**src/rtl/mult_div_unit_if.sv**
```systemverilog
// Request/result bundle between the control unit (master) and mult_div_unit (slave).
// With MULTDIV_UNSIGNED_EN defined the bundle also carries the is_unsigned qualifier.
interface mult_div_unit_if #(
    parameter int DATA_W = 32
);
    logic [DATA_W-1:0] A_in;
    logic [DATA_W-1:0] B_in;
    logic              start_mult;
    logic              start_div;
    logic [DATA_W-1:0] HI_out;
    logic [DATA_W-1:0] LO_out;
    logic              busy;
    logic              done;
    logic              div_zero;
`ifdef MULTDIV_UNSIGNED_EN
    logic              is_unsigned;

    modport master (
        output A_in, B_in, start_mult, start_div, is_unsigned,
        input  HI_out, LO_out, busy, done, div_zero
    );
    modport slave (
        input  A_in, B_in, start_mult, start_div, is_unsigned,
        output HI_out, LO_out, busy, done, div_zero
    );
`else
    modport master (
        output A_in, B_in, start_mult, start_div,
        input  HI_out, LO_out, busy, done, div_zero
    );
    modport slave (
        input  A_in, B_in, start_mult, start_div,
        output HI_out, LO_out, busy, done, div_zero
    );
`endif
endinterface

```
**src/rtl/mult_div_unit.sv**
```systemverilog
// Multicycle signed MULT/DIV engine owning HI/LO: radix-2 Booth multiply, restoring divide.
// Optional MULTDIV_UNSIGNED_EN adds MULTU/DIVU selected by is_unsigned at start.
module mult_div_unit #(
    parameter int DATA_W = 32
) (
    input  logic           clk,
    input  logic           reset,
    mult_div_unit_if.slave bus
);
    localparam int CNT_W = $clog2(DATA_W);

    typedef enum logic [1:0] {IDLE, MULT, DIV, FINISH} state_t;

    state_t              state_q, state_d;
    logic [CNT_W-1:0]    cnt_q, cnt_d;
    logic [DATA_W:0]     acc_q, acc_d;      // Booth accumulator / partial remainder
    logic [DATA_W-1:0]   mq_q, mq_d;        // multiplier / dividend shifting into quotient
    logic                qm1_q, qm1_d;
    logic [DATA_W:0]     mcand_q, mcand_d;  // multiplicand or divisor magnitude
    logic                is_div_q, is_div_d;
    logic                fix_q, fix_d;
    logic                q_neg_q, q_neg_d;
    logic                r_neg_q, r_neg_d;
    logic [DATA_W-1:0]   hi_q, hi_d;
    logic [DATA_W-1:0]   lo_q, lo_d;
    logic                done_q, done_d;
    logic                dz_q, dz_d;

    logic                uns_req;
    logic                a_neg, b_neg;
    logic [DATA_W:0]     booth_sum;
    logic [DATA_W:0]     rem_sh;
    logic [DATA_W+1:0]   rem_diff;

`ifdef MULTDIV_UNSIGNED_EN
    assign uns_req = bus.is_unsigned;
`else
    assign uns_req = 1'b0;
`endif

    assign a_neg = ~uns_req & bus.A_in[DATA_W-1];
    assign b_neg = ~uns_req & bus.B_in[DATA_W-1];

    // NOTE: every variable gets its hold/default value first, so no path leaves one unassigned and no latch is inferred.
    always_comb begin
        state_d   = state_q;
        cnt_d     = cnt_q;
        acc_d     = acc_q;
        mq_d      = mq_q;
        qm1_d     = qm1_q;
        mcand_d   = mcand_q;
        is_div_d  = is_div_q;
        fix_d     = fix_q;
        q_neg_d   = q_neg_q;
        r_neg_d   = r_neg_q;
        hi_d      = hi_q;
        lo_d      = lo_q;
        done_d    = 1'b0;
        dz_d      = 1'b0;
        booth_sum = acc_q;
        rem_sh    = {acc_q[DATA_W-1:0], mq_q[DATA_W-1]};
        rem_diff  = {1'b0, rem_sh} - {1'b0, mcand_q};

        case (state_q)
            IDLE: begin
                if (bus.start_mult) begin
                    state_d  = MULT;
                    cnt_d    = '0;
                    acc_d    = '0;
                    qm1_d    = 1'b0;
                    mq_d     = bus.B_in;
                    mcand_d  = {~uns_req & bus.A_in[DATA_W-1], bus.A_in};
                    // Booth treats B as signed; an unsigned B with its MSB set needs A<<32 added back.
                    fix_d    = uns_req & bus.B_in[DATA_W-1];
                    is_div_d = 1'b0;
                end else if (bus.start_div) begin
                    if (bus.B_in == '0) begin
                        dz_d = 1'b1;
                    end else begin
                        state_d  = DIV;
                        cnt_d    = '0;
                        acc_d    = '0;
                        qm1_d    = 1'b0;
                        mq_d     = a_neg ? -bus.A_in : bus.A_in;
                        mcand_d  = {1'b0, (b_neg ? -bus.B_in : bus.B_in)};
                        q_neg_d  = a_neg ^ b_neg;
                        r_neg_d  = a_neg;
                        fix_d    = 1'b0;
                        is_div_d = 1'b1;
                    end
                end
            end
            MULT: begin
                case ({mq_q[0], qm1_q})
                    2'b01:   booth_sum = acc_q + mcand_q;
                    2'b10:   booth_sum = acc_q - mcand_q;
                    default: booth_sum = acc_q;
                endcase
                {acc_d, mq_d, qm1_d} = {booth_sum[DATA_W], booth_sum, mq_q};
                cnt_d = cnt_q + 1'b1;
                if (cnt_q == CNT_W'(DATA_W - 1)) state_d = FINISH;
            end
            DIV: begin
                if (!rem_diff[DATA_W+1]) acc_d = rem_diff[DATA_W:0];
                else                     acc_d = rem_sh;
                mq_d  = {mq_q[DATA_W-2:0], ~rem_diff[DATA_W+1]};
                cnt_d = cnt_q + 1'b1;
                if (cnt_q == CNT_W'(DATA_W - 1)) state_d = FINISH;
            end
            FINISH: begin
                if (is_div_q) begin
                    lo_d = q_neg_q ? -mq_q : mq_q;
                    hi_d = r_neg_q ? -acc_q[DATA_W-1:0] : acc_q[DATA_W-1:0];
                end else begin
                    lo_d = mq_q;
                    hi_d = acc_q[DATA_W-1:0] + (fix_q ? mcand_q[DATA_W-1:0] : '0);
                end
                done_d  = 1'b1;
                state_d = IDLE;
            end
            default: state_d = IDLE;
        endcase
    end

    // NOTE: sequential state uses non-blocking assignments so every register samples pre-edge values.
    always_ff @(posedge clk or negedge reset) begin
        if (!reset) begin
            state_q  <= IDLE;
            cnt_q    <= '0;
            acc_q    <= '0;
            mq_q     <= '0;
            qm1_q    <= 1'b0;
            mcand_q  <= '0;
            is_div_q <= 1'b0;
            fix_q    <= 1'b0;
            q_neg_q  <= 1'b0;
            r_neg_q  <= 1'b0;
            hi_q     <= '0;
            lo_q     <= '0;
            done_q   <= 1'b0;
            dz_q     <= 1'b0;
        end else begin
            state_q  <= state_d;
            cnt_q    <= cnt_d;
            acc_q    <= acc_d;
            mq_q     <= mq_d;
            qm1_q    <= qm1_d;
            mcand_q  <= mcand_d;
            is_div_q <= is_div_d;
            fix_q    <= fix_d;
            q_neg_q  <= q_neg_d;
            r_neg_q  <= r_neg_d;
            hi_q     <= hi_d;
            lo_q     <= lo_d;
            done_q   <= done_d;
            dz_q     <= dz_d;
        end
    end

    assign bus.HI_out   = hi_q;
    assign bus.LO_out   = lo_q;
    assign bus.busy     = (state_q != IDLE);
    assign bus.done     = done_q;
    assign bus.div_zero = dz_q;
endmodule
```
**src/flat_wrapper.sv**
```systemverilog
// flat-port wrapper written by rule: the top's interface ports become plain ports
module mult_div_unit_flat 
#(
    parameter int DATA_W = 32
)
  (clk, reset, bus_A_in, bus_B_in, bus_start_mult, bus_start_div, bus_HI_out, bus_LO_out, bus_busy, bus_done, bus_div_zero);
  mult_div_unit_if #(.DATA_W(DATA_W)) bus_i ();
  input  logic clk;
  input  logic reset;
  input wire logic [$bits(bus_i.A_in)-1:0] bus_A_in;
  input wire logic [$bits(bus_i.B_in)-1:0] bus_B_in;
  input wire logic [$bits(bus_i.start_mult)-1:0] bus_start_mult;
  input wire logic [$bits(bus_i.start_div)-1:0] bus_start_div;
  output wire logic [$bits(bus_i.HI_out)-1:0] bus_HI_out;
  output wire logic [$bits(bus_i.LO_out)-1:0] bus_LO_out;
  output wire logic [$bits(bus_i.busy)-1:0] bus_busy;
  output wire logic [$bits(bus_i.done)-1:0] bus_done;
  output wire logic [$bits(bus_i.div_zero)-1:0] bus_div_zero;
  assign bus_i.A_in = bus_A_in;
  assign bus_i.B_in = bus_B_in;
  assign bus_i.start_mult = bus_start_mult;
  assign bus_i.start_div = bus_start_div;
  assign bus_HI_out = bus_i.HI_out;
  assign bus_LO_out = bus_i.LO_out;
  assign bus_busy = bus_i.busy;
  assign bus_done = bus_i.done;
  assign bus_div_zero = bus_i.div_zero;
  mult_div_unit #(.DATA_W(DATA_W)) u_core (.clk(clk), .reset(reset), .bus(bus_i));
endmodule
```
**config.mk**
```make
export PLATFORM = sky130hd
export DESIGN_NAME = mult_div_unit_flat
export DESIGN_NICKNAME = d
export VERILOG_FILES = /design/src/rtl/mult_div_unit_if.sv /design/src/rtl/mult_div_unit.sv /design/src/flat_wrapper.sv
export SDC_FILE = /design/constraint.sdc
export NUM_CORES = 1
export LEC_CHECK = 0
export CAP_MARGIN = 20
export CORE_MARGIN = 4
export CORE_UTILIZATION = 48
export DETAILED_ROUTE_END_ITERATION = 6
export PLACE_DENSITY = 0.67
export SYNTH_ARGS = -nofsm -noshare
export SYNTH_HDL_FRONTEND = slang
export SYNTH_SLANG_ARGS = --single-unit
```
**constraint.sdc**
```tcl
create_clock -name clk -period 4.9 [get_ports clk]
set_input_delay 0.735 -clock clk [delete_from_list [all_inputs] [get_ports clk]]
set_output_delay 0.735 -clock clk [all_outputs]
set_load 0.01 [all_outputs]
```
==> results of run 1 <==
==> cell type report <==
type | instances | area, µm² | share of cell area [%]
clock buffers | 17 | 425 | 2.42
clock inverters | 15 | 169 | 0.959
inverters | 80 | 300 | 1.71
multi-input cells | 1613 | 10200 | 58.0
flip-flops and latches | 175 | 4380 | 24.9
well taps | 402 | 503 | 2.86
repair buffers | 169 | 1630 | 9.24
==> sequential cells by signal, indices dropped and copies added, names as in the netlist <==
| register | flops |
|---|---|
| u_core.q_neg_q | 1 |
| u_core.bus.LO_out | 32 |
| u_core.mq_q | 32 |
| u_core.bus.HI_out | 32 |
| u_core.qm1_q | 1 |
| u_core.bus.div_zero | 1 |
| u_core.bus.done | 1 |
| u_core.cnt_q | 5 |
| u_core.state_q | 2 |
| u_core.is_div_q | 1 |
| u_core.acc_q | 33 |
| u_core.r_neg_q | 1 |
| u_core.mcand_q | 33 |
==> layout by cell type (no fill, tap or decap), types with 13 or more instances in the layout <==
master / instances
nor3_1: 32
o41ai_1: 15
a21o_1: 30
nand2_1: 219
or3_1: 14
ha_1: 75
xor2_1: 80
buf_4: 34
dfrtp_1: 175
o21ai_0: 204
o211ai_1: 15
inv_1: 80
o31ai_1: 24
nand2b_1: 18
a22oi_1: 47
nand3_1: 39
and3_1: 15
mux2_2: 14
nor2_1: 186
or4_1: 13
xnor2_1: 119
mux2i_1: 26
clkbuf_16: 17
a21oi_1: 202
a31oi_1: 23
clkdlybuf4s50_1: 132
==> power by group through the flow <==
stage | clock, mW | combinational, mW | sequential, mW
after floorplan | 0 | 6.15 | 2.75
after CTS | 1.42 | 8.86 | 2.87
after global routing | 1.49 | 9.88 | 2.98
after detailed placement | 0 | 8.80 | 2.89
final | 1.40 | 8.96 | 2.89
after global placement | 0 | 8.73 | 2.87
==> stage by stage <==
stage                     cells  power [mW]  hold WS, ns  worst slack [ns]
after floorplan            1988        8.90        0.439              1.19
after global placement     2439        11.6        0.457             0.442
after detailed placement   2439        11.7        0.466             0.357
after CTS                  2471        13.1        0.470             0.345
after global routing       2471        14.3        0.497            0.0382
final                      2471        13.2        0.420             0.438
==> worst register-to-register path, cell delays in order, from the launching register on <==
cell	delay [ns]
dfrtp_1	0.43
inv_1	0.14
ha_1	0.18
nor3b_1	0.51
and2_1	0.26
a31oi_1	0.11
xnor2_1	0.14
ha_1	0.36
a21o_1	0.20
a21o_1	0.17
a211oi_1	0.30
buf_4	0.19
nand2_1	0.09
a221o_1	0.43
a41oi_1	0.45
o31a_1	0.18
o211a_1	0.15
o21ai_0	0.07
==> cells in the mapped netlist, drive strengths merged, types with 5 or more instances <==
cell / number / area (µm²)
dfrtp: 175 / 4380
nand4: 12 / 75.1
a21oi: 203 / 1020
nor4: 16 / 113
clkbuf: 97 / 365
mux2i: 26 / 260
xnor2: 119 / 1040
inv: 80 / 300
o21a: 12 / 90.1
ha: 77 / 963
and2: 13 / 81.3
or4: 18 / 154
nand2b: 18 / 113
nand2: 220 / 828
nor3: 34 / 186
a41oi: 9 / 78.8
or2: 7 / 43.8
nor3b: 6 / 45.0
or3: 14 / 87.6
nand3: 40 / 205
a31oi: 23 / 144
o41ai: 16 / 148
o21ai: 215 / 1080
a22o: 11 / 96.3
nor2: 187 / 704
xor2: 80 / 701
a211oi: 12 / 90.1
a22oi: 47 / 353
o211ai: 15 / 113
buf: 23 / 110
a21o: 31 / 240
a32o: 5 / 50.1
o31ai: 24 / 180
mux2: 14 / 158
a21boi: 5 / 37.5
and3: 15 / 93.8
nor2b: 12 / 75.1
o22ai: 8 / 50.1
==> metal layers <==
layer	vias up	global-route usage [%]	share of wire [%]
li1	7272	-	-
met1	7189	39.4	44
met2	625	45.1	45
met3	112	4.15	7.2
met4	0	12.4	4.3
met5	-	0	0
==> worst max-delay path by stage <==
stage | slack (ns) | startpoint | endpoint
after floorplan | 1.19 | u_core.mcand_q[15] | u_core.acc_q[29]
after global routing | 0.04 | u_core.mcand_q[7] | u_core.acc_q[31]
after global placement | 0.44 | u_core.mcand_q[8] | u_core.acc_q[29]
final | 0.44 | u_core.mcand_q[1] | u_core.acc_q[30]
after detailed placement | 0.36 | u_core.mcand_q[8] | u_core.acc_q[29]
after CTS | 0.35 | u_core.mcand_q[8] | u_core.acc_q[32]
==> what timing repair did <==
| item | in CTS | in global routing |
|---|---|---|
| hold endpoints to repair | 0 | 0 |
| endpoints found under the setup margin | 0 | 3 |
| gates resized for setup | 0 | 2 |
==> cell families (layout without fill, tap and decap cells) <==
group                    Yosys count  count (layout)  synth area share [%]
XOR/XNOR                         199             199                  11.4
AO/OA/AOI/OAI                    671             671                  26.7
multiplexers                      40              40                  2.73
buffers and inverters            200             281                  5.06
flip-flops                       175             175                  28.6
adder cells (fa/ha/maj)           79              79                  6.55
AND/OR/NAND/NOR                  624             624                  19.0
==> results by group, run 1 <==
Outcome
  – Status: finished clean

Layout
  – Final layout net count: 2,203
  – Ant. Diodes: 0
  – Fillers: 2,983
  – Final Cell Area: 17,600 µm²
  – Share of cells above drive strength 1: 5.61%
  – Utilization after layout: 55.8%
  – Area growth syn-to-layout: 14.9%

Timing
  – Final setup viols: 0
  – Hold Vio Cnt, Final: 0
  – Slew margin rel.: 27.4%
  – TNS Setup: 0 ns
  – Final min period: 4.46 ns
  – Slew at the pin with the worst max-slew slack: 1.09 ns
  – FMAX: 224 MHz
  – Max-slew violations: 0
  – Clock skew: 0.0195 ns
  – Part of the cycle the worst path needs: 91.1%
  – RSZ-0062 raised after global routing: false

Power
  – Pwr/cell area: 752 nW/µm²
  – Sw frac: 52.0%
  – Peak VDD IR: 396 µV
  – Int Power: 6.36 mW
  – LEAKAGE: 7.35 nW
  – Combinational share of power: 67.6%
  – Psw: 6.88 mW
  – Sequential share of power: 21.8%
  – Clk network pwr share: 10.5%

Critical path
  – Worst reg2reg path depth: 17
  – CP required: 5.23 ns
  – Setup Crit Path Kind: flip-flop to flip-flop
  – Levels on crit path: 17
  – Startpoint Class: flip-flop
  – Top delay family on crit path: compound AO/OA/AOI/OAI gates
  – Reg2reg end: u_core.acc_q[30]
  – Flop2flop setup slack: 0.44 ns
  – Worst Setup End Kind: flip-flop
  – Worst path arrival time: 4.79 ns
  – Crit path max-delay cell type: nor3b_1
  – CP max stage delay: 0.51 ns
  – Crit path buf inv count: 2
  – Crit-path max FO: 6
  – Worst-path cell chain: inv_1, ha_1, nor3b_1, and2_1, a31oi_1, xnor2_1, ha_1, a21o_1, a21o_1, a211oi_1, buf_4, nand2_1, a221o_1, a41oi_1, o31a_1, o211a_1, o21ai_0
  – R2R Path Start: u_core.mcand_q[1]

GRT
  – First-pass GRT wire length: 80,300 µm
  – All-layer global routing usage: 28.6%
  – Antenna violations before repair: 0
  – Largest net degree at the start of global routing: 102
  – Vias in the first global route: 14,300
  – Total grt overflow: 0

Logic synthesis
  – Synthesized area per cell: 7.71 µm²
  – Number of synthesized flops with an enable pin: 0
  – Net count after synthesis: 2,135
  – Cells after Synth: 1,988
  – Primary FF master, synth: dfrtp_1
  – Yosys cell types: 82
  – Netlist Area Pre-Place: 15,300 µm²
  – FF+latch count, synth: 175
  – Post-synthesis sequential area ratio: 28.6%
  – Synth warn: 0
  – Async S/R FF share, synth: 100%

Drt
  – Total Wirelength: 51,500 µm
  – Antenna Nets Post-Route: 0
  – Via density: 6.15
  – DR vias: 15,200
  – Detailed Routing Iterations Pass 1: 5
  – Drt drc: 0
  – DRT iter0 DRCs: 1,104
  – Drt wl/cell: 20.8 µm

Floorplanning
  – Core Area: 31,600 µm²
  – Die height: 187 µm
  – DIE WIDTH: 187 µm
  – Die ar.: 34,800 µm²
  – FP Rows: 65
  – Initial Util: 48.6%
  – Ports: 135

CTS
  – Cts hold-fix bufs: 0
  – Clk buf depth: 2
  – CTS tree: done
  – Postcts setup bufs: 0
  – Worst skew pair latency: 0.46 ns
  – H-tree depth: 4
  – Reg clk slew, reported paths: 0.08 ns
  – Clock Sink Count: 175
  – Clk root buf: clkbuf_16
  – Number of buffers created by CTS: 17

Placement
  – Hpwl dp: 38,800 µm
  – Cell Area, Placed: 17,000 µm²
  – Port-buffer cells: 134
  – Routability Congestion: 0.994

Min path
  – Min-delay worst type: input pin to async pin

Run
  – Max-cap violations: 0
Note: power is estimated with default switching activity, not from simulation.
==> run 2: changes to the inputs <==
--- a/config.mk
+++ b/config.mk
@@ -5,6 +5,7 @@
 export SDC_FILE = /design/constraint.sdc
 export NUM_CORES = 1
 export LEC_CHECK = 0
+export ABC_AREA = 1
 export CAP_MARGIN = 20
 export CORE_MARGIN = 4
 export CORE_UTILIZATION = 48
==> constraint.sdc (replaced) <==
create_clock -name clk -period 5.3 [get_ports clk]
set_input_delay 0.795 -clock clk [delete_from_list [all_inputs] [get_ports clk]]
set_output_delay 0.795 -clock clk [all_outputs]
set_load 0.01 [all_outputs]
==> results by group, run 2 <==
Placement
  – Routability Congestion: 1.09 (was 0.994)
  – Port-buffer cells: 134 (unchanged)
  – Hpwl dp: 54,900 µm (was 38,800 µm)
  – Placement Setup Slack: 1.21 ns (was 0.357 ns)

Floorplanning
  – Die height: 196 µm (was 187 µm)
  – Core Area: 34,600 µm² (was 31,600 µm²)
  – Ports: 135 (unchanged)
  – DIE WIDTH: 196 µm (was 187 µm)
  – Initial Util: 48.9% (was 48.6%)
  – Die ar.: 38,300 µm² (was 34,800 µm²)
  – FP Rows: 68 (was 65)

Drt
  – Via density: 6.03 (was 6.15)
  – Drt wl/cell: 22.0 µm (was 20.8 µm)
  – Total Wirelength: 70,300 µm (was 51,500 µm)
  – Detailed Routing Iterations Pass 1: 7 (was 5)
  – Antenna Nets Post-Route: 0 (unchanged)
  – DRT iter0 DRCs: 2,001 (was 1,104)
  – DR vias: 19,300 (was 15,200)
  – Drt drc: 2 (was 0)

Outcome
  – Failing checks: design-rule violations
  – Status: complete, but fails checks (was finished clean)

Critical path
  – Reg2reg end: u_core.acc_q[31] (was u_core.acc_q[30])
  – Worst reg2reg path depth: 25 (was 17)
  – Worst path arrival time: 4.76 ns (was 4.79 ns)
  – CP required: 5.70 ns (was 5.23 ns)
  – Crit-path max FO: 5 (was 6)
  – Flop2flop setup slack: 0.94 ns (was 0.44 ns)
  – Startpoint Class: flip-flop (unchanged)
  – Setup Crit Path Kind: flip-flop to flip-flop (unchanged)
  – Worst Setup End Kind: flip-flop (unchanged)
  – R2R Path Start: u_core.mcand_q[1] (unchanged)

Logic synthesis
  – FF+latch count, synth: 175 (unchanged)
  – Async S/R FF share, synth: 100% (unchanged)
  – Number of synthesized flops with an enable pin: 0 (unchanged)
  – Area share of the largest cell type after synthesis: 25.9% (was 28.6%)
  – Count leader, synth: nand2_1 (unchanged)
  – Netlist Area Pre-Place: 16,900 µm² (was 15,300 µm²)
  – Post-synthesis sequential area ratio: 25.9% (was 28.6%)
  – Cells after Synth: 2,662 (was 1,988)
  – Cell taking the most area after synthesis: dfrtp_1 (unchanged)
  – Synth warn: 0 (unchanged)
  – Synthesized area per cell: 6.36 µm² (was 7.71 µm²)
  – Net count after synthesis: 2,809 (was 2,135)
  – Primary FF master, synth: dfrtp_1 (unchanged)
  – Top cells by area, synth: dfrtp_1 (26%), nand2_1 (16%), inv_1 (6.6%), o21ai_0 (6.2%), ha_1 (5.7%) (was dfrtp_1 (29%), xnor2_1 (6.8%), o21ai_0 (6.7%), a21oi_1 (6.6%), ha_1 (6.3%))
  – Yosys cell types: 54 (was 82)
  – Post-synth top cells: nand2_1 (723), inv_1 (296), nor2_1 (241), o21ai_0 (208), nand3_1 (191) (was nand2_1 (219), o21ai_0 (204), a21oi_1 (202), nor2_1 (186), dfrtp_1 (175))

Power
  – Peak VDD IR: 407 µV (was 396 µV)
  – Pwr/cell area: 765 nW/µm² (was 752 nW/µm²)
  – LEAKAGE: 9.20 nW (was 7.35 nW)

Layout
  – Most common cell after layout, fill and taps aside: nand2_1 (unchanged)
  – Area growth syn-to-layout: 12.9% (was 14.9%)
  – Biggest regs: u_core.acc_q x33, u_core.mcand_q x33 (unchanged)
  – Commonest cells after routing, fill and taps aside: nand2_1 (723), inv_1 (294), nor2_1 (241), o21ai_0 (208), nand3_1 (191) (was nand2_1 (219), o21ai_0 (204), a21oi_1 (202), nor2_1 (186), dfrtp_1 (175))
  – Ant. Diodes: 0 (unchanged)
  – Final layout net count: 2,881 (was 2,203)
  – Share of cells above drive strength 1: 3.79% (was 5.61%)

Timing
  – Part of the cycle the worst path needs: 82.2% (was 91.1%)
  – Slew at the pin with the worst max-slew slack: 1.15 ns (was 1.09 ns)
  – Hold Vio Cnt, Final: 0 (unchanged)
  – Setup ws final: 0.944 ns (was 0.438 ns)
  – Final min period: 4.36 ns (was 4.46 ns)
  – RSZ-0062 raised after global routing: false (unchanged)
  – TNS Setup: 0 ns (unchanged)
  – Slew margin rel.: 23.5% (was 27.4%)
  – Clock skew: 0.0158 ns (was 0.0195 ns)
  – Max-slew violations: 0 (unchanged)
  – FMAX: 230 MHz (was 224 MHz)
  – Final setup viols: 0 (unchanged)

GRT
  – Total grt overflow: 0 (unchanged)
  – Vias in the first global route: 18,300 (was 14,300)
  – All-layer global routing usage: 35.8% (was 28.6%)
  – First-pass GRT wire length: 107,000 µm (was 80,300 µm)
  – Largest net degree at the start of global routing: 96 (was 102)
  – Antenna violations before repair: 0 (unchanged)

CTS
  – Clk root buf: clkbuf_16 (unchanged)
  – Post_cts resized: 0 (unchanged)
  – Number of buffers created by CTS: 17 (unchanged)
  – Reg clk slew, reported paths: 0.08 ns (about the same)
  – Postcts setup bufs: 0 (unchanged)
  – Worst skew pair latency: 0.46 ns (about the same)
  – H-tree depth: 4 (unchanged)
  – Cts hold-fix bufs: 0 (unchanged)
  – Clock Sink Count: 175 (unchanged)
  – CTS tree: done (unchanged)
  – Clk buf depth: 2 (unchanged)

Run
  – Max-cap violations: 0 (unchanged)

Min path
  – Min-delay worst type: input pin to async pin (unchanged)
## run 2: cell count changes in the layout (fill, tap and decap cells not counted), moves of 45 or more
cell	delta
nand2_1	+504
nand3_1	+152
inv_1	+214
nor2_1	+55
a22oi_1	-45
xnor2_1	-102
## run 2: where the power goes
group / leakage [nW] / switching [mW] / total (mW) / internal (mW)
clock network: 0.283 / 0.643 / 1.28 / 0.640
registers: 2.25 / 0.723 / 2.66 / 1.94
logic: 6.67 / 7.34 / 10.7 / 3.34
## run 2: critical path, cell delays in order (launching register included)
cell     delay, ns
dfrtp_1       0.42
inv_1         0.14
nand3_1       0.14
nor3_2        0.17
inv_1         0.08
nor3_1        0.20
nand2_1       0.12
o31ai_1       0.39
o21ai_0       0.20
xor2_1        0.48
inv_1         0.11
ha_1          0.38
nand2_1       0.15
nor2_1        0.26
a21oi_1       0.11
nand2_1       0.20
nand2_1       0.09
nand2_1       0.11
inv_1         0.05
nand2_1       0.07
nand3_1       0.06
nand2_1       0.08
nand3_1       0.09
nand2_1       0.10
nand2_1       0.05
nand2_1       0.07
## run 2: layer usage
metal  track usage (%)  wire [µm]
met1              46.0      28400
met2              58.7      32100
met3              5.15       5590
met4              18.5       4280
met5                 0          0
## run 2: kinds of logic (layout without fill, tap and decap cells)
family | after synthesis | after routing | synth area share, %
adder cells (fa/ha/maj) | 79 | 79 | 5.93
AO/OA/AOI/OAI | 561 | 561 | 18.9
XOR/XNOR | 124 | 124 | 6.42
AND/OR/NAND/NOR | 1320 | 1320 | 33.4
flip-flops | 175 | 175 | 25.9
buffers and inverters | 403 | 488 | 9.47
## run 2: through the flow
step	util [%]	power, mW	std cells	hold WS, ns	area, µm²
after global routing	55.2	15.7	3202	0.479	19100
after global placement	53.5	12.9	3170	0.467	18500
after floorplan	-	9.46	2662	0.453	16900
final	55.2	14.6	3202	0.395	19100
after CTS	55.2	14.3	3202	0.454	19100
after detailed placement	53.5	13.0	3170	0.466	18500
## run 2: final cells by class
class                      count  area (µm²)
clock buffer                  19         443
clock inverter                13         143
fill                        3487       15500
inverter                     302        1130
multi-input combinational   2084       10900
sequential                   175        4380
tap                          455         569
timing repair buffer         154        1490
## run 2: worst max-delay path by stage
stage,startpoint,end,slack (ns),cells past startpoint
5_1_grt,u_core.mq_q[0],u_core.acc_q[32],0.68,25
4_1_cts,u_core.mcand_q[1],u_core.acc_q[32],1.19,25
2_1_floorplan,u_core.mq_q[0],u_core.acc_q[31],2.11,24
3_3_place_gp,u_core.mq_q[0],u_core.acc_q[32],1.26,25
6_report,u_core.mcand_q[1],u_core.acc_q[31],0.94,25
3_5_place_dp,u_core.mcand_q[1],u_core.acc_q[32],1.21,25
==> run 3: changes to the inputs <==
--- a/config.mk
+++ b/config.mk
@@ -10,7 +10,7 @@
 export CORE_MARGIN = 4
 export CORE_UTILIZATION = 48
 export DETAILED_ROUTE_END_ITERATION = 6
-export PLACE_DENSITY = 0.67
+export PLACE_DENSITY = 0.69
 export SYNTH_ARGS = -nofsm -noshare
 export SYNTH_HDL_FRONTEND = slang
 export SYNTH_SLANG_ARGS = --single-unit
==> constraint.sdc (replaced) <==
create_clock -name clk -period 3.7 [get_ports clk]
set_input_delay 0.555 -clock clk [delete_from_list [all_inputs] [get_ports clk]]
set_output_delay 0.555 -clock clk [all_outputs]
set_load 0.01 [all_outputs]
==> results by group, run 3 (synthesis results as in run 2) <==
Outcome
  – Status: finished clean (was complete, but fails checks)

Floorplanning
  – Ports: 135 (unchanged)
  – Die height: 196 µm (unchanged)
  – Initial Util: 48.9% (unchanged)
  – Core Area: 34,600 µm² (unchanged)
  – DIE WIDTH: 196 µm (unchanged)
  – FP Rows: 68 (unchanged)
  – Die ar.: 38,300 µm² (unchanged)

Power
  – Peak VDD IR: 602 µV (was 407 µV)
  – LEAKAGE: 9.73 nW (was 9.20 nW)
  – Pwr/cell area: 1100 nW/µm² (was 765 nW/µm²)

GRT
  – All-layer global routing usage: 35.5% (was 35.8%)
  – Total grt overflow: 0 (unchanged)
  – Vias in the first global route: 18,500 (was 18,300)
  – Largest net degree at the start of global routing: 70 (was 96)
  – Antenna violations before repair: 0 (unchanged)
  – First-pass GRT wire length: 107,000 µm (about the same)

Layout
  – Ant. Diodes: 0 (unchanged)
  – Final Cell Area: 20,200 µm² (was 19,100 µm²)
  – Share of cells above drive strength 1: 9.68% (was 3.79%)
  – Area growth syn-to-layout: 19.5% (was 12.9%)
  – Biggest regs: u_core.acc_q x33, u_core.mcand_q x33 (unchanged)
  – Utilization after layout: 58.4% (was 55.2%)
  – Most common cell after layout, fill and taps aside: nand2_1 (unchanged)
  – Fin cells: 3,296 (was 3,202)
  – Final layout net count: 2,975 (was 2,881)
  – Commonest cells after routing, fill and taps aside: nand2_1 (706), inv_1 (289), nor2_1 (227), o21ai_0 (194), nand3_1 (188) (was nand2_1 (723), inv_1 (294), nor2_1 (241), o21ai_0 (208), nand3_1 (191))

Timing
  – Final setup viols: 0 (unchanged)
  – Clock skew: 0.0260 ns (was 0.0158 ns)
  – Part of the cycle the worst path needs: 97.5% (was 82.2%)
  – FMAX: 277 MHz (was 230 MHz)
  – TNS Setup: 0 ns (unchanged)
  – Final min period: 3.61 ns (was 4.36 ns)
  – Max-slew violations: 0 (unchanged)
  – Hold Vio Cnt, Final: 0 (unchanged)
  – RSZ-0062 raised after global routing: true (was false)
  – Slew at the pin with the worst max-slew slack: 0.925 ns (was 1.15 ns)
  – Slew margin rel.: 38.3% (was 23.5%)
  – Hold WS: 0.108 ns (was 0.395 ns)

Critical path
  – R2R Path Start: u_core.mcand_q[1] (unchanged)
  – Reg2reg end: u_core.acc_q[26] (was u_core.acc_q[31])
  – CP required: 4.05 ns (was 5.70 ns)
  – Worst reg2reg path depth: 23 (was 25)
  – Flop2flop setup slack: 0.09 ns (was 0.94 ns)
  – Worst Setup End Kind: flip-flop (unchanged)
  – Crit-path max FO: 3 (was 5)
  – Worst path arrival time: 3.96 ns (was 4.76 ns)
  – Setup Crit Path Kind: flip-flop to flip-flop (unchanged)
  – Startpoint Class: flip-flop (unchanged)

CTS
  – Worst skew pair latency: 0.47 ns (was 0.46 ns)
  – Reg clk slew, reported paths: 0.09 ns (was 0.08 ns)
  – CTS tree: done (unchanged)
  – Number of buffers created by CTS: 17 (unchanged)
  – Clk buf depth: 2 (unchanged)
  – Clock Sink Count: 175 (unchanged)
  – Cts hold-fix bufs: 0 (unchanged)
  – H-tree depth: 4 (unchanged)
  – Clk root buf: clkbuf_16 (unchanged)

Drt
  – DR vias: 19,400 (was 19,300)
  – Total Wirelength: 69,800 µm (was 70,300 µm)
  – Via density: 5.87 (was 6.03)
  – Detailed Routing Iterations Pass 1: 6 (was 7)
  – Drt wl/cell: 21.2 µm (was 22.0 µm)
  – Drt drc: 0 (was 2)
  – Antenna Nets Post-Route: 0 (unchanged)
  – DRT iter0 DRCs: 2,162 (was 2,001)

Placement
  – Routability Congestion: 1.05 (was 1.09)
  – Hpwl dp: 55,100 µm (was 54,900 µm)
  – Placed cell count: 3,255 (was 3,170)
  – Cell Area, Placed: 19,200 µm² (was 18,500 µm²)
  – Port-buffer cells: 134 (unchanged)

Min path
  – Min-delay worst type: input pin to async pin (unchanged)

Run
  – Max-cap violations: 0 (unchanged)
==> run 3: metal layers <==
metal / global-route usage, % / share of wire [%] / wire (µm)
met5: 0 / 0 / 0
met4: 18.4 / 6.1 / 4270
met3: 5.22 / 7.5 / 5250
met2: 57.8 / 46 / 31900
met1: 46.0 / 41 / 28300
==> run 3: worst max path at each step <==
stage,from,to,slack (ns),cells after the start
6_report,u_core.mcand_q[1],u_core.acc_q[26],0.09,23
4_1_cts,u_core.mcand_q[1],u_core.acc_q[27],0.01,25
3_5_place_dp,u_core.mcand_q[1],u_core.acc_q[19],-0.07,23
5_1_grt,u_core.mcand_q[1],u_core.acc_q[29],-0.08,23
3_3_place_gp,u_core.mcand_q[1],u_core.acc_q[31],0.1,27
2_1_floorplan,u_core.mq_q[0],u_core.acc_q[31],0.51,24
==> run 3: critical path, stage by stage (launching register included) <==
cell and delay (ns):
dfrtp_1 0.41, inv_2 0.10, nand3_4 0.10, nor3_4 0.21
inv_2 0.07, nor3_2 0.19, nand2_1 0.12, o31ai_2 0.23
buf_4 0.17, buf_4 0.11, xor2_2 0.15, inv_2 0.06
ha_4 0.16, a21oi_1 0.23, o21ai_0 0.21, buf_4 0.18
nand2_1 0.05, nand2_1 0.09, a21oi_2 0.21, a21oi_1 0.10
o21ai_1 0.15, nand2_1 0.07, nand2_1 0.05, nand2_1 0.06
==> run 3: cell type report <==
class	instances	area, µm²
Clock inverter	13	126
Multi-Input combinational cell	2084	11300
Inverter	302	1130
Clock buffer	19	433
Fill cell	3336	14400
Sequential cell	175	4380
Timing Repair Buffer	248	2260
Tap cell	455	569
==> run 3: stage by stage <==
step | power, mW | worst slack [ns]
6_report | 22.3 | 0.0932
5_1_grt | 24.0 | -0.0796
4_1_cts | 21.3 | 0.0107
3_5_place_dp | 19.4 | -0.0702
3_3_place_gp | 19.2 | 0.0963
2_1_floorplan | 13.6 | 0.508
==> run 3: power by group <==
group / total [mW] / internal, mW / switching (mW)
clock network: 1.81 / 0.891 / 0.923
logic: 16.8 / 5.64 / 11.1
registers: 3.71 / 2.78 / 0.937
==> run 3: what timing repair did <==
action	CTS	global route
pin swaps	1	22
hold endpoints to repair	0	0
gates resized for setup	7	104
endpoints found under the setup margin	15	25
setup buffers	0	9
